File: src/rtl/adiabatic_pclk_gen_if.sv
// ---------------------------------------------------------------------------
// adiabatic_pclk_gen_if
// Bundles the run request and the four-phase power-clock rails of the
// adiabatic clock generator.
//   en       run request (level-sensitive), driven by the controller
//   lvl_pos  clkpos rail level per phase, phase i at [i*LW +: LW]
//   lvl_neg  clkneg rail level per phase (STEPS - lvl_pos)
//   clkpos   1-bit clkpos rail per phase (level above half swing)
//   clkneg   1-bit clkneg rail per phase (~clkpos)
//   sync     one-cycle pulse on the first cycle of each running period
//   busy     high while any phase is armed or the generator is running
// The master modport belongs to the generator; the slave modport belongs to
// the controller that raises en and consumes the rails.
// ---------------------------------------------------------------------------
interface adiabatic_pclk_gen_if #(
  parameter int LW = 3
);
  logic              en;
  logic [4*LW-1:0]   lvl_pos;
  logic [4*LW-1:0]   lvl_neg;
  logic [3:0]        clkpos;
  logic [3:0]        clkneg;
  logic              sync;
  logic              busy;

  modport master (
    input  en,
    output lvl_pos, lvl_neg, clkpos, clkneg, sync, busy
  );

  modport slave (
    output en,
    input  lvl_pos, lvl_neg, clkpos, clkneg, sync, busy
  );
endinterface

File: src/rtl/adiabatic_pclk_gen.sv
// ---------------------------------------------------------------------------
// adiabatic_pclk_gen
// Digital model of a stepwise charger producing the four-phase trapezoidal
// power clocks for the MIPS25 adiabatic cells. Each phase ramps up over one
// interval, holds for one, ramps down for one and idles for one; phase i lags
// phase i-1 by one interval.
// Ports:
//   clk    system clock, all state updates on the rising edge
//   rst_n  asynchronous active-low reset
//   bus    adiabatic_pclk_gen_if.master: en in, rails/sync/busy out
// Parameters:
//   STEPS     levels per ramp (rail level spans 0..STEPS)
//   STEP_CYC  clock cycles spent on each level step (1..255)
// ---------------------------------------------------------------------------
module adiabatic_pclk_gen #(
  parameter int STEPS    = 4,
  parameter int STEP_CYC = 2
) (
  input  logic                 clk,
  input  logic                 rst_n,
  adiabatic_pclk_gen_if.master bus
);

  localparam int LW = $clog2(STEPS + 1);
  localparam int KW = (STEPS > 1) ? $clog2(STEPS) : 1;
  localparam int SW = (STEP_CYC > 1) ? $clog2(STEP_CYC) : 1;

  localparam logic [SW-1:0] S_LAST = SW'(STEP_CYC - 1);
  localparam logic [KW-1:0] K_LAST = KW'(STEPS - 1);
  localparam logic [LW-1:0] L_FULL = LW'(STEPS);
  localparam logic [LW-1:0] L_HALF = LW'(STEPS / 2);

  typedef enum logic [1:0] {
    ST_STOP,
    ST_RUN,
    ST_DRAIN
  } state_t;

  state_t          r_state, w_stateNext;
  logic [SW-1:0]   r_s, w_sNext;
  logic [KW-1:0]   r_k, w_kNext;
  logic [1:0]      r_m, w_mNext;
  logic [3:0]      r_armed, w_armedNext;

  logic            w_sWrap, w_kWrap, w_periodEnd;
  logic [3:0]      w_lastDn, w_keep;

  logic [4*LW-1:0] r_lvlPos, r_lvlNeg, w_lvlPosNext, w_lvlNegNext;
  logic [3:0]      r_clkpos, w_clkposNext;
  logic            r_sync, r_busy, w_syncNext, w_busyNext;

  // Level of one phase from its interval code q and the step counter.
  // The DN ramp mirrors UP so consecutive levels never differ by more than 1.
  function automatic logic [LW-1:0] levelOf(input logic armed,
                                            input logic [1:0] q,
                                            input logic [KW-1:0] k);
    logic [LW-1:0] lv;
    lv = '0;
    if (armed) begin
      case (q)
        2'd0:    lv = LW'(int'(k) + 1);
        2'd1:    lv = L_FULL;
        2'd2:    lv = LW'(STEPS - 1 - int'(k));
        default: lv = '0;
      endcase
    end
    return lv;
  endfunction

  // Timebase, FSM and arming. Everything here is the value for the next
  // cycle, so the registered rails line up with the counters they describe.
  // A phase leaves the armed set once its last DN cycle (level 0) has been
  // shown; new phases are armed only when the next cycle is in RUN and starts
  // that phase's UP interval.
  always_comb begin
    w_sWrap     = (r_s == S_LAST);
    w_kWrap     = w_sWrap && (r_k == K_LAST);
    w_periodEnd = w_kWrap && (r_m == 2'd3);

    for (int i = 0; i < 4; i++) begin
      w_lastDn[i] = r_armed[i] && ((r_m - 2'(i)) == 2'd2) && w_kWrap;
    end
    w_keep = r_armed & ~w_lastDn;

    w_stateNext = r_state;
    w_sNext     = w_sWrap ? '0 : r_s + 1'b1;
    w_kNext     = w_sWrap ? ((r_k == K_LAST) ? '0 : r_k + 1'b1) : r_k;
    w_mNext     = w_kWrap ? r_m + 2'd1 : r_m;

    case (r_state)
      ST_STOP: begin
        w_sNext = '0;
        w_kNext = '0;
        w_mNext = '0;
        if (bus.en) w_stateNext = ST_RUN;
      end
      ST_RUN: begin
        if (w_periodEnd && !bus.en) w_stateNext = ST_DRAIN;
      end
      ST_DRAIN: begin
        if (w_keep == 4'b0000) begin
          w_stateNext = ST_STOP;
          w_sNext     = '0;
          w_kNext     = '0;
          w_mNext     = '0;
        end
      end
      default: begin
        w_stateNext = ST_STOP;
        w_sNext     = '0;
        w_kNext     = '0;
        w_mNext     = '0;
      end
    endcase

    w_armedNext = w_keep;
    if (w_stateNext == ST_RUN && w_sNext == '0 && w_kNext == '0) begin
      for (int i = 0; i < 4; i++) begin
        if ((w_mNext - 2'(i)) == 2'd0) w_armedNext[i] = 1'b1;
      end
    end
  end

  // Rail values for the next cycle, derived from the next-cycle timebase.
  always_comb begin
    w_lvlPosNext = '0;
    w_lvlNegNext = '0;
    w_clkposNext = '0;
    for (int i = 0; i < 4; i++) begin
      w_lvlPosNext[i*LW +: LW] = levelOf(w_armedNext[i], w_mNext - 2'(i), w_kNext);
      w_lvlNegNext[i*LW +: LW] = L_FULL - w_lvlPosNext[i*LW +: LW];
      w_clkposNext[i]          = w_lvlPosNext[i*LW +: LW] > L_HALF;
    end
  end

  assign w_syncNext = (w_stateNext == ST_RUN) && (w_sNext == '0) &&
                      (w_kNext == '0) && (w_mNext == 2'd0);
  assign w_busyNext = (|w_armedNext) || (w_stateNext == ST_RUN);

  // State and timebase registers; reset drops everything back to STOP.
  always_ff @(posedge clk or negedge rst_n) begin
    if (!rst_n) begin
      r_state <= ST_STOP;
      r_s     <= '0;
      r_k     <= '0;
      r_m     <= '0;
      r_armed <= '0;
    end else begin
      r_state <= w_stateNext;
      r_s     <= w_sNext;
      r_k     <= w_kNext;
      r_m     <= w_mNext;
      r_armed <= w_armedNext;
    end
  end

  // Output registers; reset snaps the rails to empty/full at once.
  always_ff @(posedge clk or negedge rst_n) begin
    if (!rst_n) begin
      r_lvlPos <= '0;
      r_lvlNeg <= {4{L_FULL}};
      r_clkpos <= '0;
      r_sync   <= 1'b0;
      r_busy   <= 1'b0;
    end else begin
      r_lvlPos <= w_lvlPosNext;
      r_lvlNeg <= w_lvlNegNext;
      r_clkpos <= w_clkposNext;
      r_sync   <= w_syncNext;
      r_busy   <= w_busyNext;
    end
  end

  assign bus.lvl_pos = r_lvlPos;
  assign bus.lvl_neg = r_lvlNeg;
  assign bus.clkpos  = r_clkpos;
  assign bus.clkneg  = ~r_clkpos;
  assign bus.sync    = r_sync;
  assign bus.busy    = r_busy;

endmodule

File: src/flat_wrapper.sv
// flat-port wrapper written by rule: the top's interface ports become plain ports
module adiabatic_pclk_gen_flat 
#(
  parameter int STEPS    = 4,
  parameter int STEP_CYC = 2
)
  (clk, rst_n, bus_en, bus_lvl_pos, bus_lvl_neg, bus_clkpos, bus_clkneg, bus_sync, bus_busy);
  adiabatic_pclk_gen_if #(.LW((3))) bus_i ();
  input  logic clk;
  input  logic rst_n;
  input wire logic [$bits(bus_i.en)-1:0] bus_en;
  output wire logic [$bits(bus_i.lvl_pos)-1:0] bus_lvl_pos;
  output wire logic [$bits(bus_i.lvl_neg)-1:0] bus_lvl_neg;
  output wire logic [$bits(bus_i.clkpos)-1:0] bus_clkpos;
  output wire logic [$bits(bus_i.clkneg)-1:0] bus_clkneg;
  output wire logic [$bits(bus_i.sync)-1:0] bus_sync;
  output wire logic [$bits(bus_i.busy)-1:0] bus_busy;
  assign bus_i.en = bus_en;
  assign bus_lvl_pos = bus_i.lvl_pos;
  assign bus_lvl_neg = bus_i.lvl_neg;
  assign bus_clkpos = bus_i.clkpos;
  assign bus_clkneg = bus_i.clkneg;
  assign bus_sync = bus_i.sync;
  assign bus_busy = bus_i.busy;
  adiabatic_pclk_gen #(.STEPS(STEPS), .STEP_CYC(STEP_CYC)) u_core (.clk(clk), .rst_n(rst_n), .bus(bus_i));
endmodule
File: config.mk
export PLATFORM = sky130hd
export DESIGN_NAME = adiabatic_pclk_gen_flat
export DESIGN_NICKNAME = d
export VERILOG_FILES = /design/src/rtl/adiabatic_pclk_gen_if.sv /design/src/rtl/adiabatic_pclk_gen.sv /design/src/flat_wrapper.sv
export SDC_FILE = /design/constraint.sdc
export NUM_CORES = 1
export LEC_CHECK = 0
export BUFFER_PORTS_ARGS = -buffer_cell sky130_fd_sc_hd__clkbuf_2
export CAP_MARGIN = 5
export CORE_ASPECT_RATIO = 0.8
export CORE_MARGIN = 2
export CORE_UTILIZATION = 60
export DETAILED_ROUTE_END_ITERATION = 6
export GPL_ROUTABILITY_DRIVEN = 0
export PLACE_DENSITY = 0.91
export SYNTH_ARGS = -nofsm -noshare
export SYNTH_HDL_FRONTEND = slang
export SYNTH_SLANG_ARGS = --single-unit
File: constraint.sdc
create_clock -name clk -period 7.5 [get_ports clk]
set_input_delay 0.75 -clock clk [delete_from_list [all_inputs] [get_ports clk]]
set_output_delay 0.75 -clock clk [all_outputs]
set_load 0.01 [all_outputs]
==> metrics <==
CTS Buf Count 5; post-DR vias/cell 5.68; Fmax 289 MHz; dominant synthesized flop cell dfrtp_1; final count of hold timing violations 0; final setup violating endpoints 0; non-filler cells in the finished layout about 270; slowest CP cell dfrtp_1; FF-to-FF End u_core.bus.clkpos[2]$_DFF_PN0_; Root Driver clkbuf_8; Post-Syn Nets ~220; first-pass GRT wire length 6930 um; Syn. warnings 0; DRT Wirelength between 4000 and 5000 um; Seq cells post-synth 37; Crit path top cell by count ha_1; synthesized cell area about 2100 um2; synth cell count leaders dfrtp_1, ha_1, nand2_1; Die Width 69.8 um; HP Class input pin to asynchronous set/reset pin; clk buf depth 2; final period utilization a little under half; clk_lat worst skew 290 ps; skew final 9.28 ps; Reg clk slew, reported paths 80 ps; critical path fanouts, max 7; # port buffers 36; cell with the most instances after synthesis dfrtp_1; Setup crit end kind register; reg2reg path depth 14; synth top area cells dfrtp_1, ha_1, dfstp_2, nand2_1, inv_1; DR DRC count 0; Reg power frac 41.3%; TritonCTS clock tree built; arrival time at the worst endpoint between 3000 and 4000 ps; Clock Power Share 31.7%; # hold bufs at CTS 0; Critical Path Start Type register; dominant cell type by area after synthesis dfrtp_1; overall routing resource usage 22.7%; Post-DP HPWL 3050 um; worst slew pin tran 871 ps; P_int 0.000382 W; Tot Pwr 0.000560 W; DR iter-0 viols 96; H-tree depth 2; Gate power share 27.0%; share of layout cells above drive strength 1 29.9%; Synth async-reset ratio 100%; Distinct cells, synth 46; Crit path largest cell delay 430 ps; status complete, no violations; Data required, critical path 7710 ps; RSZ-0062 raised after global routing no; Yosys top cell area share 39.8%; critical path class register to register; Mapped Cells 193; Routed wire per std cell 15.1 um; Die ar. around 4000 um2; crit path cell chain inv_1, ha_1, and2_1, a41o_2, o21ai_0, ha_1, nand2_1, a21oi_2, a41oi_2, nor3_2, inv_2, ha_1, nand2b_1, a21oi_1; initial antenna violation count 0; TNS Setup 0 ps; # diodes 0; NetSw 0.000178 W; core area 3380 um2; sequential-to-total area share from yosys stat between 40% and 50%; pin count of the biggest net entering global routing 38; placed cell count around 270; DRT Pass-1 Iters 4; row count 19; top cell family by delay on the critical path compound AO/OA/AOI/OAI gates; Post-Syn Area per Cell 10.8 um2; min setup slack post-route 4040 ps; Starting Density 61.5%; worst path bufs/invs 2; io pins 37; Post-synth EDFFs 0; Place WS 4160 ps; Max Cap Viol 0; worst ir drop on vdd roughly 240 uV; via count 1,551; Clock Sinks 37; Layout area overhead 14.9%; # Post-CTS Setup Buffers 0; switching portion of total power 31.8%; Slew Viols, Final 0; vias in the first global route 1,483; Crit Reg-Reg Startpoint u_core.r_state[1]$_DFF_PN0_; P_leak 1.18 nW; grt ovf 0; pwr/cell area 234 nW/um2; die height approximately 57 um; post_cts resized 0; layout net count 253; reg2reg setup slack 4040 ps; antenna viol nets, final 0; Slew headroom 41.9%; Final Critical Period 3460 ps
## placed cells by master, fill, tap and decap left out, types with 4 or more instances in the layout
cell type	n
clkbuf_2	36
dfrtp_1	33
ha_1	20
nand2_1	19
inv_1	16
nor2_1	10
and2_1	7
a21oi_1	7
nand2b_1	6
o21ai_0	6
clkbuf_8	6
nand3_1	4
mux2i_1	4
dfstp_2	4
## worst max-delay path by stage
stage / from / end / slack (ps) / cells after the start
finish: u_core.r_state[1]$_DFF_PN0_ / u_core.bus.clkpos[2]$_DFF_PN0_ / 4040 / 14
floorplan: u_core.r_armed[1]$_DFF_PN0_ / u_core.bus.clkpos[3]$_DFF_PN0_ / 4590 / 12
detailed placement: u_core.r_state[1]$_DFF_PN0_ / u_core.bus.clkpos[0]$_DFF_PN0_ / 4160 / 13
global placement: u_core.r_state[1]$_DFF_PN0_ / u_core.bus.clkpos[2]$_DFF_PN0_ / 4290 / 14
CTS: u_core.r_state[1]$_DFF_PN0_ / u_core.bus.clkpos[0]$_DFF_PN0_ / 4100 / 13
global route: u_core.r_state[1]$_DFF_PN0_ / u_core.bus.clkpos[2]$_DFF_PN0_ / 3820 / 14
## power groups by stage
stage	clock [W]	sequential, W	combinational [W]
after floorplan	0	0.000233	0.000106
after global placement	0	0.000234	0.000143
after detailed placement	0	0.000235	0.000147
after CTS	0.000181	0.000231	0.000149
after global routing	0.000189	0.000234	0.000164
final	0.000177	0.000231	0.000151
## layout make-up
class	instances	area [um2]
repair buffers	36	180
inverters	18	67.6
well taps	42	52.6
multi-input cells	132	1040
clock inverters	1	30.0
flip-flops and latches	37	931
clock buffers	7	86.3
fillers	261	990
## cell families (layout without fill, tap and decap cells)
kind of cell / Yosys count / after routing / synth area share (%)
AND/OR/NAND/NOR: 65 / 65 / 17.7
AO/OA/AOI/OAI: 37 / 37 / 15.4
flip-flops: 37 / 37 / 44.8
buffers and inverters: 24 / 62 / 5.18
adder cells (fa/ha/maj): 20 / 20 / 12.0
XOR/XNOR: 5 / 5 / 2.47
multiplexers: 5 / 5 / 2.47
## layer usage
layer  vias to the layer above  wire [um]  global-route usage [%]
li1                        726          -                       -
met1                       752       1750                    29.3
met2                        64       2020                    37.6
met3                         9        285                    5.75
met4                         0         67                    8.24
met5                         -          0                       0
## flip-flops by register name (all words and copies together), names as in the netlist
signal and count:
u_core.bus.lvl_pos 12, u_core.r_k 2, u_core.r_s 1, u_core.r_state 2, u_core.r_m 2, u_core.bus.busy 1
u_core.r_armed 4, u_core.bus.lvl_neg 8, u_core.bus.sync 1, u_core.bus.clkpos 4
## metrics by stage
step | instance area, um2 | util, % | hold WS [ps]
6_report | 2390 | 70.7 | 562
5_1_grt | 2390 | 70.7 | 639
4_1_cts | 2390 | 70.7 | 592
2_1_floorplan | 2080 | - | 454
3_5_place_dp | 2270 | 67.2 | 598
3_3_place_gp | 2270 | 67.2 | 585
Power figures use the tool's default switching activity.
